`config.mk`:
```
export PLATFORM = sky130hd
export DESIGN_NAME = kernel_weight_streamer
export DESIGN_NICKNAME = d
export VERILOG_FILES = /design/src/rtl/kernel_weight_streamer.sv
export SDC_FILE = /design/constraint.sdc
export NUM_CORES = 1
export LEC_CHECK = 0
export ABC_AREA = 1
export CAP_MARGIN = 20
export CORE_MARGIN = 2
export CORE_UTILIZATION = 30
export DETAILED_ROUTE_END_ITERATION = 10
export MAX_ROUTING_LAYER = met4
export RECOVER_POWER = 100
export SLEW_MARGIN = 20
export SYNTH_ARGS = -nofsm -noshare
export SYNTH_HDL_FRONTEND = slang
export SYNTH_SLANG_ARGS = --single-unit
```
`constraint.sdc`:
```
create_clock -name clk -period 3 [get_ports clk]
set_input_delay 0.9 -clock clk [delete_from_list [all_inputs] [get_ports clk]]
set_output_delay 0.9 -clock clk [all_outputs]
set_load 0.01 [all_outputs]
```
`src/rtl/kernel_weight_streamer.sv`:
```
// Producer side of the PE kernel-weight shift interface: streams NUM_KERNELS*KERNEL_SIZE
// words from the weight SRAM onto kernal with a per-word pe_ready strobe, then pulses done.
module kernel_weight_streamer #(
    parameter int DATA_W      = 16,
    parameter int ADDR_W      = 16,
    parameter int NUM_KERNELS = 4,
    parameter int KERNEL_SIZE = 9
) (
    input  logic              clk,
    input  logic              rst,
    input  logic              start,
    input  logic [ADDR_W-1:0] base_addr,
    input  logic              hold,
    output logic              mem_rd_en,
    output logic [ADDR_W-1:0] mem_addr,
    input  logic [DATA_W-1:0] mem_rdata,
    output logic [DATA_W-1:0] kernal,
    output logic              pe_ready,
    output logic              busy,
    output logic              done
);

    localparam int TOTAL = NUM_KERNELS * KERNEL_SIZE;
    localparam int CNT_W = $clog2(TOTAL + 1);
    localparam logic [CNT_W-1:0] LAST_CNT = CNT_W'(TOTAL);

    typedef enum logic [1:0] {
        IDLE  = 2'd0,
        FETCH = 2'd1,
        DRAIN = 2'd2,
        DONE  = 2'd3
    } state_t;

    state_t            state_r;
    logic [ADDR_W-1:0] base_r;
    // cnt_r counts reads already issued, so base_r + cnt_r is the next address
    logic [CNT_W-1:0]  cnt_r;
    logic              rd_vld_r;
    logic [ADDR_W-1:0] next_addr_s;

    // Address of the next word; wraps modulo 2^ADDR_W
    assign next_addr_s = base_r + ADDR_W'(cnt_r);

    // Load sequencer: read issue, completion handshake and status flags
    always_ff @(posedge clk or posedge rst) begin
        if (rst) begin
            state_r   <= IDLE;
            base_r    <= {ADDR_W{1'b0}};
            cnt_r     <= {CNT_W{1'b0}};
            mem_rd_en <= 1'b0;
            mem_addr  <= {ADDR_W{1'b0}};
            busy      <= 1'b0;
            done      <= 1'b0;
        end else begin
            case (state_r)
                IDLE: begin
                    done <= 1'b0;
                    if (start) begin
                        base_r    <= base_addr;
                        cnt_r     <= CNT_W'(1);
                        mem_rd_en <= 1'b1;
                        mem_addr  <= base_addr;
                        busy      <= 1'b1;
                        state_r   <= FETCH;
                    end else begin
                        mem_rd_en <= 1'b0;
                        busy      <= 1'b0;
                    end
                end
                FETCH: begin
                    // A stalled cycle still presents the next address so it is visibly frozen
                    if (cnt_r == LAST_CNT) begin
                        mem_rd_en <= 1'b0;
                        state_r   <= DRAIN;
                    end else if (hold) begin
                        mem_rd_en <= 1'b0;
                        mem_addr  <= next_addr_s;
                    end else begin
                        mem_rd_en <= 1'b1;
                        mem_addr  <= next_addr_s;
                        cnt_r     <= cnt_r + CNT_W'(1);
                    end
                end
                DRAIN: begin
                    // Pipeline empty means the last strobe is one cycle behind us;
                    // done then lands once the downstream parallel outputs have updated
                    if (!mem_rd_en && !rd_vld_r && !pe_ready) begin
                        done    <= 1'b1;
                        state_r <= DONE;
                    end else begin
                        done <= 1'b0;
                    end
                end
                DONE: begin
                    done    <= 1'b0;
                    busy    <= 1'b0;
                    cnt_r   <= {CNT_W{1'b0}};
                    state_r <= IDLE;
                end
                default: begin
                    mem_rd_en <= 1'b0;
                    busy      <= 1'b0;
                    done      <= 1'b0;
                    state_r   <= IDLE;
                end
            endcase
        end
    end

    // Read-return pipeline: one cycle SRAM latency, then a registered strobe to the PE buffer
    always_ff @(posedge clk or posedge rst) begin
        if (rst) begin
            rd_vld_r <= 1'b0;
            kernal   <= {DATA_W{1'b0}};
            pe_ready <= 1'b0;
        end else begin
            rd_vld_r <= mem_rd_en;
            if (rd_vld_r) begin
                kernal   <= mem_rdata;
                pe_ready <= 1'b1;
            end else begin
                pe_ready <= 1'b0;
            end
        end
    end

endmodule

```
After elaboration in Yosys (flattened, before gate mapping)
Cells that the tools add are included.
W data, S select, Z words.
{ "word_totals": {"out_inout_bits": 36, "regBits": 61, "word_cells": 55, "inputBits": 36} }
{ "classes": {"addsub": 2, "eq_ne": 9, "n_mux": 19, "reduce_logical": 15} }
{ "op_table": {"columns": ["op", "count"], "rows": [
  ["$mux W16", 2],
  ["$pmux W16 S2", 1],
  ["$mux W6", 3],
  ["$pmux W6 S3", 1],
  ["$add A16 B6 Y16", 1],
  ["$ne A2 B2 Y1 const B", 5],
  ["$pmux W2 S4", 1],
  ["$add A6 B1 Y6 const B", 1],
  ["$eq A6 B6 Y1 const B", 1],
  ["$mux W2", 3],
  ["$pmux W1 S2", 3],
  ["$reduce_and A3 Y1", 2],
  ["$reduce_bool A2 Y1", 3],
  ["$mux W1", 5],
  ["$eq A2 B2 Y1 const B", 2],
  ["$reduce_and A4 Y1", 1],
  ["$logic_not A1 Y1", 3],
  ["$reduce_bool A3 Y1", 1],
  ["$eq A2 B1 Y1 const B", 1],
  ["$logic_and A1 B1 Y1", 2],
  ["$logic_not A2 Y1", 1],
  ["$reduce_and A2 Y1", 1],
  ["$reduce_or A2 Y1", 1]
]} }

Depth between registers and ports, before layout
Gate-level depths: netlist of the first run.
{ "logic_depth": {"depth_word": 5, "depth_mapped": 12, "ltp_nobuf": 11} }

Worst setup path before layout of the first run
No wires, ideal clock.
{ "synth_path": {"path_type": "register to register", "startpoint": "register cnt_r[0]", "endpoint": "register mem_addr[12]", "arrival_ns": 1.560, "required_time_ns": 2.883, "setup_time_ns": 0.117, "setup_slack_ns": 1.324, "path_buffers": 0, "stages_incl_launch_ff": 11, "synth_period_minus_slack_ns": 1.676, "cell_sequence": "dfrtp_1 > ha_1 > fa_1 > nand3_1 > nand3_1 > nand3_1 > nand2_1 > nand2_1 > nand3_1 > nand2_1 > nand2_1"} }
{ "synth_via": {"elab_chain_len": 3, "elab_cells_between_ends": 6, "cone_classes": "add/sub (1); eq/ne (2); mux (2); reduce/logical (1)"} }
{ "synth_rtl": {"columns": ["element", "line_no", "source"], "rows": [
  ["start, declared", "37", "logic [CNT_W-1:0] cnt_r;"],
  ["start signal, assigned", "49", "cnt_r <= {CNT_W{1'b0}};"],
  ["start signal, assigned", "81", "cnt_r <= cnt_r + CNT_W'(1);"],
  ["start signal, assigned", "97", "cnt_r <= {CNT_W{1'b0}};"],
  ["$add A16 B6 Y16 or $eq A6 B6 Y1 (tied branches)", "42, 72", null],
  ["$mux W16 or $ne A2 B2 Y1 (tied branches)", null, null],
  ["$pmux W16 S2 or $reduce_and A3 Y1 (tied branches)", null, null],
  ["end signal, assigned", "62", "mem_addr <= base_addr;"],
  ["end signal, assigned", "77", "mem_addr <= next_addr_s;"],
  ["end signal, assigned", "80", "mem_addr <= next_addr_s;"],
  ["end, declared", "15", "output logic [ADDR_W-1:0] mem_addr,"]
]} }
Parallel ways exist; a longest one is shown, timed or not. The select of a mux whose other input is x is not followed.
A chain may end at the register's enable or synchronous reset.

Final worst setup path of the first run
{ "layout_path": {"startpoint": "input start", "endpoint": "register cnt_r[0]"} }
{ "layout_via": {"elab_chain_len": 2} }
{ "layout_rtl": {"columns": ["element", "line_no", "source"], "rows": [
  ["start, declared", "11", "input logic start,"],
  ["$ne A2 B2 Y1 (no line)", null, null],
  ["$reduce_and A4 Y1 (no line)", null, null]
]} }
Every way passes these cells.

==> results.py, run 1 <==
metrics = {
    "floorplanning": {
        "die_height_um": 108.8,
        "core_um2": 10790,
        "fp.dieW_um": 108.8,
        "ios": 72,
        "initial_utilization": 0.3052,
        "std_cell_rows": 38,
        "dieArea_um2": 11840,
    },
    "place": {
        "placed_cells": 635,
        "placed_cell_area_um2": 4156,
        "finalWeightedCongestion": 0.8441,
        "dpl.hpwl_mm": 5.728,
        "port_buffers": 71,
    },
    "critical_path": {
        "required_ps": 3220,
        "path_max_fanout": 8,
        "max_stage_delay_ps": 590,
        "path_cells": "dlygate4sd3_1 > nor2_1 > inv_1 > nand2_1 > clkinvlp_2 > nand2_1 > inv_1 > nand2_1 > o21ai_0",
        "reg2reg_setup_slack_ps": 900,
        "worst_setup_path_end_kind": "register",
        "cp_common_cell": "nand2_1",
        "slowest_stage": "dlygate4sd3_1",
        "critPathBufInv": 4,
        "start_kind": "primary input",
        "path_class": "primary input to register",
        "crit_family": "buffers and inverters",
        "cp.arrival_ps": 2580,
    },
    "layout": {
        "antenna_cells": 0,
        "stdcell_count": 650,
        "fillerInstances": 1114,
        "layout_common_cells": "167 x nand2_1, 61 x dfrtp_1, 43 x inv_1",
        "final_layout_size_suffix_gt1_frac": 0.05294,
        "syn2layout_area_growth_pct": 32.21,
        "nNetsFinal": 556,
        "regArea_um2": 1526,
        "design_area_um2": 4355,
        "multi_input_area_um2": 1524,
        "final_common_cell": "nand2_1",
    },
    "synthesis": {
        "yosysWarnings": 0,
        "async_flop_share": 1.000,
        "ys_types": 32,
        "seq_area_frac_synth": 0.4633,
        "syn_area_per_cell_um2": 7.644,
        "synth-edff-count": 0,
        "synth_area_um2": 3294,
        "syn-num-nets": 481,
        "ys_seq_elements": 61,
        "synthCells": 431,
        "synthFlopType": "dfrtp_1",
    },
    "sta": {
        "period_needed_ps": 2356,
        "fin_crit_sh": 0.7854,
        "relSlewSlack": 0.4908,
        "worst_pin_slew_ps": 763.8,
        "drv_slew": 0,
        "rsz0062_at_grt": "false",
        "final-hold-violation-count": 0,
        "setup_viol": 0,
        "clock_skew_ps": 13.29,
        "maxClockFrequency_ghz": 0.4244,
        "hold_ws_ps": 451.3,
        "setup_tns_ps": 0,
    },
    "clock_tree": {
        "clk_latency_ps": 350,
        "clkSlewWorstSetupHoldPaths_ps": 80,
        "cts_setup_buffers": 0,
        "clock_path_buffers": 2,
        "cts_tree": "yes",
        "cts_root_buf": "clkbuf_8",
        "h-tree-depth": 3,
        "cts_hold_buf": 0,
        "cts_inserted_buffers": 9,
        "cts_resized": 0,
        "clock-sinks": 61,
    },
    "route": {
        "wl_per_cell_um": 11.96,
        "vias": 2881,
        "avgViaCountPerCell": 4.432,
        "wl_mm": 7.777,
        "drtAntennaViolNets": 0,
        "dr.pass1.iters": 4,
        "drtIter0Drc": 135,
        "route.detailed.drc": 0,
    },
    "hold_path": {
        "worstHoldPathType": "register to register",
    },
    "power_and_ir_drop": {
        "p_total_uw": 4350,
        "ir_drop_uv": 401.8,
        "p_leak_uw": 0.002192,
        "power_density_nw_per_um2": 998.8,
    },
    "global_routing": {
        "grt_antenna_before_repair": 0,
        "first_global_vias": 2906,
        "grt_overflow": 0,
        "grt_max_degree": 62,
        "grtUsageTotal": 0.1496,
        "grt_pass1_wl_mm": 13.42,
    },
    "run_status": {
        "status": "completed",
    },
    "job": {
        "drv_cap": 0,
    },
}
==> per-layer routing <==
metal	routed length, µm	GRT usage	vias to the layer above
met4	142	0.06502	0
met5	0	-	-
met1	3621	0.1801	1325
li1	-	-	1499
met3	271	0.02750	12
met2	3742	0.2455	45
==> path summary, 6_finish.rpt <==
check / start / to / cells past startpoint
max in group asynchronous: rst / base_r[11] / 3
min in group asynchronous: rst / kernal[2] / 3
worst min-delay path: mem_rd_en / rd_vld_r / 0
worst min register to register: mem_rd_en / rd_vld_r / 0
worst max register to register: state_r[1] / cnt_r[0] / 10
worst max-delay path: start / cnt_r[0] / 9
==> power by group <==
part / total, µW / switching [µW] / leakage, µW / internal [µW]
registers: 1450 / 243 / 0.000735 / 1210
clock network: 811 / 326 / 0.000105 / 485
logic: 2090 / 1220 / 0.00135 / 866
==> registers in the layout, indices dropped and copies added, names as in the netlist <==
| name | flops |
|---|---|
| cnt_r | 6 |
| base_r | 16 |
| kernal | 16 |
| done | 1 |
| pe_ready | 1 |
| mem_rd_en | 1 |
| rd_vld_r | 1 |
| busy | 1 |
| mem_addr | 16 |
| state_r | 2 |
==> cells in the mapped netlist, drive strengths merged (4+ instances only) <==
master    n  area share
o21ai    19       0.029
buf       4       0.012
mux2      4       0.014
inv      44       0.051
clkbuf    7      0.0080
nand3    34       0.053
nor3      8       0.015
ha       13       0.049
nand2   169        0.20
a21oi    11       0.017
xor2      5       0.013
dfrtp    61        0.46
nor2     42       0.048
==> kinds of logic (layout without fill, tap and decap cells) <==
kind of cell / count (synthesis) / after routing / share of synthesized area
AO/OA/AOI/OAI: 32 / 32 / 0.05051
XOR/XNOR: 7 / 7 / 0.01861
adder cells (fa/ha/maj): 14 / 14 / 0.05545
buffers and inverters: 55 / 134 / 0.07102
flip-flops: 61 / 61 / 0.4633
multiplexers: 4 / 4 / 0.01367
AND/OR/NAND/NOR: 258 / 258 / 0.3274
==> through the flow <==
step                        util  setup slack, ps
after floorplan                -            587.0
after global placement    0.3851            681.7
after detailed placement  0.3851            640.2
after CTS                 0.4049            764.5
after global routing      0.4035            419.3
final                     0.4035            643.7
==> layout make-up <==
cell class,instances,area share
clock inverters,4,0.01666
repair buffers,75,0.1721
well taps,140,0.04022
inverters,44,0.03821
multi-input cells,315,0.3499
flip-flops and latches,61,0.3505
clock buffers,11,0.03246
Note: power is estimated with default switching activity, not from simulation.
==> run 2: changes to the inputs <==
==> constraint.sdc (replaced) <==
create_clock -name clk -period 1.9 [get_ports clk]
set_input_delay 0.57 -clock clk [delete_from_list [all_inputs] [get_ports clk]]
set_output_delay 0.57 -clock clk [all_outputs]
set_load 0.01 [all_outputs]
==> results.py, run 2 (synthesized netlist as in run 1, its figures left out) <==
metrics = {
    "place": {
        "finalWeightedCongestion": 0.8884,
        "pre_cts_ws_ps": -128.3,
        "placed_cell_area_um2": 4205,
        "dpl.hpwl_mm": 5.968,
        "port_buffers": 71,
    },
    "route": {
        "avgViaCountPerCell": 4.507,
        "drtIter0Drc": 130,
        "vias": 2979,
        "wl_per_cell_um": 12.62,
        "route.detailed.drc": 0,
        "wl_mm": 8.339,
        "dr.pass1.iters": 4,
        "drtAntennaViolNets": 0,
    },
    "clock_tree": {
        "cts_root_buf": "clkbuf_8",
        "cts_tree": "yes",
        "h-tree-depth": 3,
        "clock_path_buffers": 2,
        "clk_latency_ps": 340,
        "cts_inserted_buffers": 9,
        "clkSlewWorstSetupHoldPaths_ps": 70,
        "clock-sinks": 61,
        "cts_hold_buf": 0,
    },
    "sta": {
        "rsz0062_at_grt": "true",
        "setup_tns_ps": 0,
        "drv_slew": 0,
        "final-hold-violation-count": 0,
        "setup_viol": 0,
        "fin_crit_sh": 0.9631,
        "maxClockFrequency_ghz": 0.5465,
        "worst_pin_slew_ps": 855.0,
        "relSlewSlack": 0.4300,
        "fin_ws_ps": 70.03,
        "period_needed_ps": 1830,
        "clock_skew_ps": 9.386,
    },
    "hold_path": {
        "worstHoldPathType": "register to register",
    },
    "floorplanning": {
        "die_height_um": 108.8,
        "ios": 72,
        "initial_utilization": 0.3052,
        "dieArea_um2": 11840,
        "std_cell_rows": 38,
        "core_um2": 10790,
        "fp.dieW_um": 108.8,
    },
    "global_routing": {
        "grt_pass1_wl_mm": 13.31,
        "use_met2": 0.2455,
        "grtUsageTotal": 0.1487,
        "grt_max_degree": 62,
        "grt_overflow": 0,
        "grt_util_met1": 0.1776,
        "grt_antenna_before_repair": 0,
        "busiest_layer": "met2",
        "first_global_vias": 2864,
        "met3_usage": 0.03407,
    },
    "layout": {
        "fillerInstances": 1111,
        "antenna_cells": 0,
        "syn2layout_area_growth_pct": 34.98,
        "top_regs": "base_r: 16 flops, kernal: 16 flops, mem_addr: 16 flops",
        "final_common_cell": "nand2_1",
        "postLayoutCoreUtil": 0.4120,
        "final_layout_size_suffix_gt1_frac": 0.08829,
        "layout_common_cells": "164 x nand2_1, 69 x clkdlybuf4s50_1, 61 x dfrtp_1",
        "nNetsFinal": 566,
        "design_area_um2": 4447,
    },
    "critical_path": {
        "crit_family": "buffers and inverters",
        "path_cells": "clkdlybuf4s50_1",
        "path_max_fanout": 2,
        "path_class": "register to output pin",
        "start_kind": "register",
        "cp.arrival_ps": 1260,
        "max_stage_delay_ps": 550,
        "worst_setup_path_end_kind": "output pin",
        "slowest_stage": "clkdlybuf4s50_1",
        "required_ps": 1330,
        "critPathBufInv": 1,
    },
    "power_and_ir_drop": {
        "ir_drop_uv": 482.7,
        "p_total_uw": 7249,
        "power_density_nw_per_um2": 1630,
        "p_leak_uw": 0.002209,
    },
    "run_status": {
        "status": "completed",
    },
    "job": {
        "drv_cap": 0,
    },
}
==> run 2: cell count changes in the layout (fill, tap and decap cells not counted), moves of 2 or more <==
| cell | previous run | this run |
|---|---|---|
| buf_4 | 2 | 10 |
| clkdlybuf4s50_1 | 33 | 69 |
| dlygate4sd3_1 | 38 | 1 |
| inv_1 | 43 | 40 |
| inv_2 | 0 | 2 |
| nand2_1 | 167 | 164 |
| nand2_2 | 1 | 3 |
| nand2_4 | 0 | 3 |
| o21ai_0 | 19 | 16 |
| o21ai_1 | 0 | 3 |
==> run 2: metal layers <==
layer / vias to the layer above / share of wire
met3: 6 / 0.034
met1: 1408 / 0.47
li1: 1518 / -
met2: 47 / 0.49
met5: - / 0
met4: 0 / 0.0091
==> run 2: cell type report <==
type	instances	area, µm²	area share
tap	140	175.2	0.03939
clock buffer	13	158.9	0.03573
multi-input combinational	317	1575	0.3542
sequential	61	1526	0.3433
clock inverter	3	43.79	0.009848
inverter	44	171.4	0.03855
timing repair buffer	83	795.8	0.1790
==> run 2: what timing repair did <==
item | 4_1_cts | 5_1_grt
cloned | 0 | 2
setup buffers | 0 | 2
gates resized for setup | 1 | 8
pin swaps | 0 | 2
endpoints found under the setup margin | 1 | 15
==> run 2: power breakdown <==
part / total (µW) / internal (µW) / switching, µW
registers: 2310 / 1910 / 404
clock network: 1190 / 679 / 512
logic: 3740 / 1640 / 2100
total: 7250 / 4230 / 3020
==> run 2: worst paths after layout <==
check,from,end,slack [ps],cells after the start
min in group asynchronous,rst,kernal[8],1000,3
min,mem_rd_en,rd_vld_r,440,0
max in group asynchronous,rst,base_r[4],320,3
max reg2reg,base_r[0],mem_addr[12],130,10
max,mem_addr[4],mem_addr[4],70,1
min reg2reg,mem_rd_en,rd_vld_r,440,0
==> run 2: worst register-to-register path, delay by kind of cell, from the launching register on <==
kind | cells | cell delay [ps]
AND/OR/NAND/NOR | 8 | 680
flip-flops | 1 | 390
adder cells (fa/ha/maj) | 2 | 600
==> run 2: stage by stage <==
step           hold slack, ps  std cells
2_1_floorplan           351.9        431
3_5_place_dp            421.4        641
6_report                438.3        661
5_1_grt                 460.4        661
3_3_place_gp            423.7        641
4_1_cts                 449.5        657
==> run 3: changes to the inputs <==
--- a/config.mk
+++ b/config.mk
@@ -6,7 +6,7 @@
 export NUM_CORES = 1
 export LEC_CHECK = 0
 export ABC_AREA = 1
-export CAP_MARGIN = 20
+export CAP_MARGIN = 25
 export CORE_MARGIN = 2
 export CORE_UTILIZATION = 30
 export DETAILED_ROUTE_END_ITERATION = 10
==> results of run 3 <==
Same layout as run 2: the final DEF is identical, and so are final timing and power.
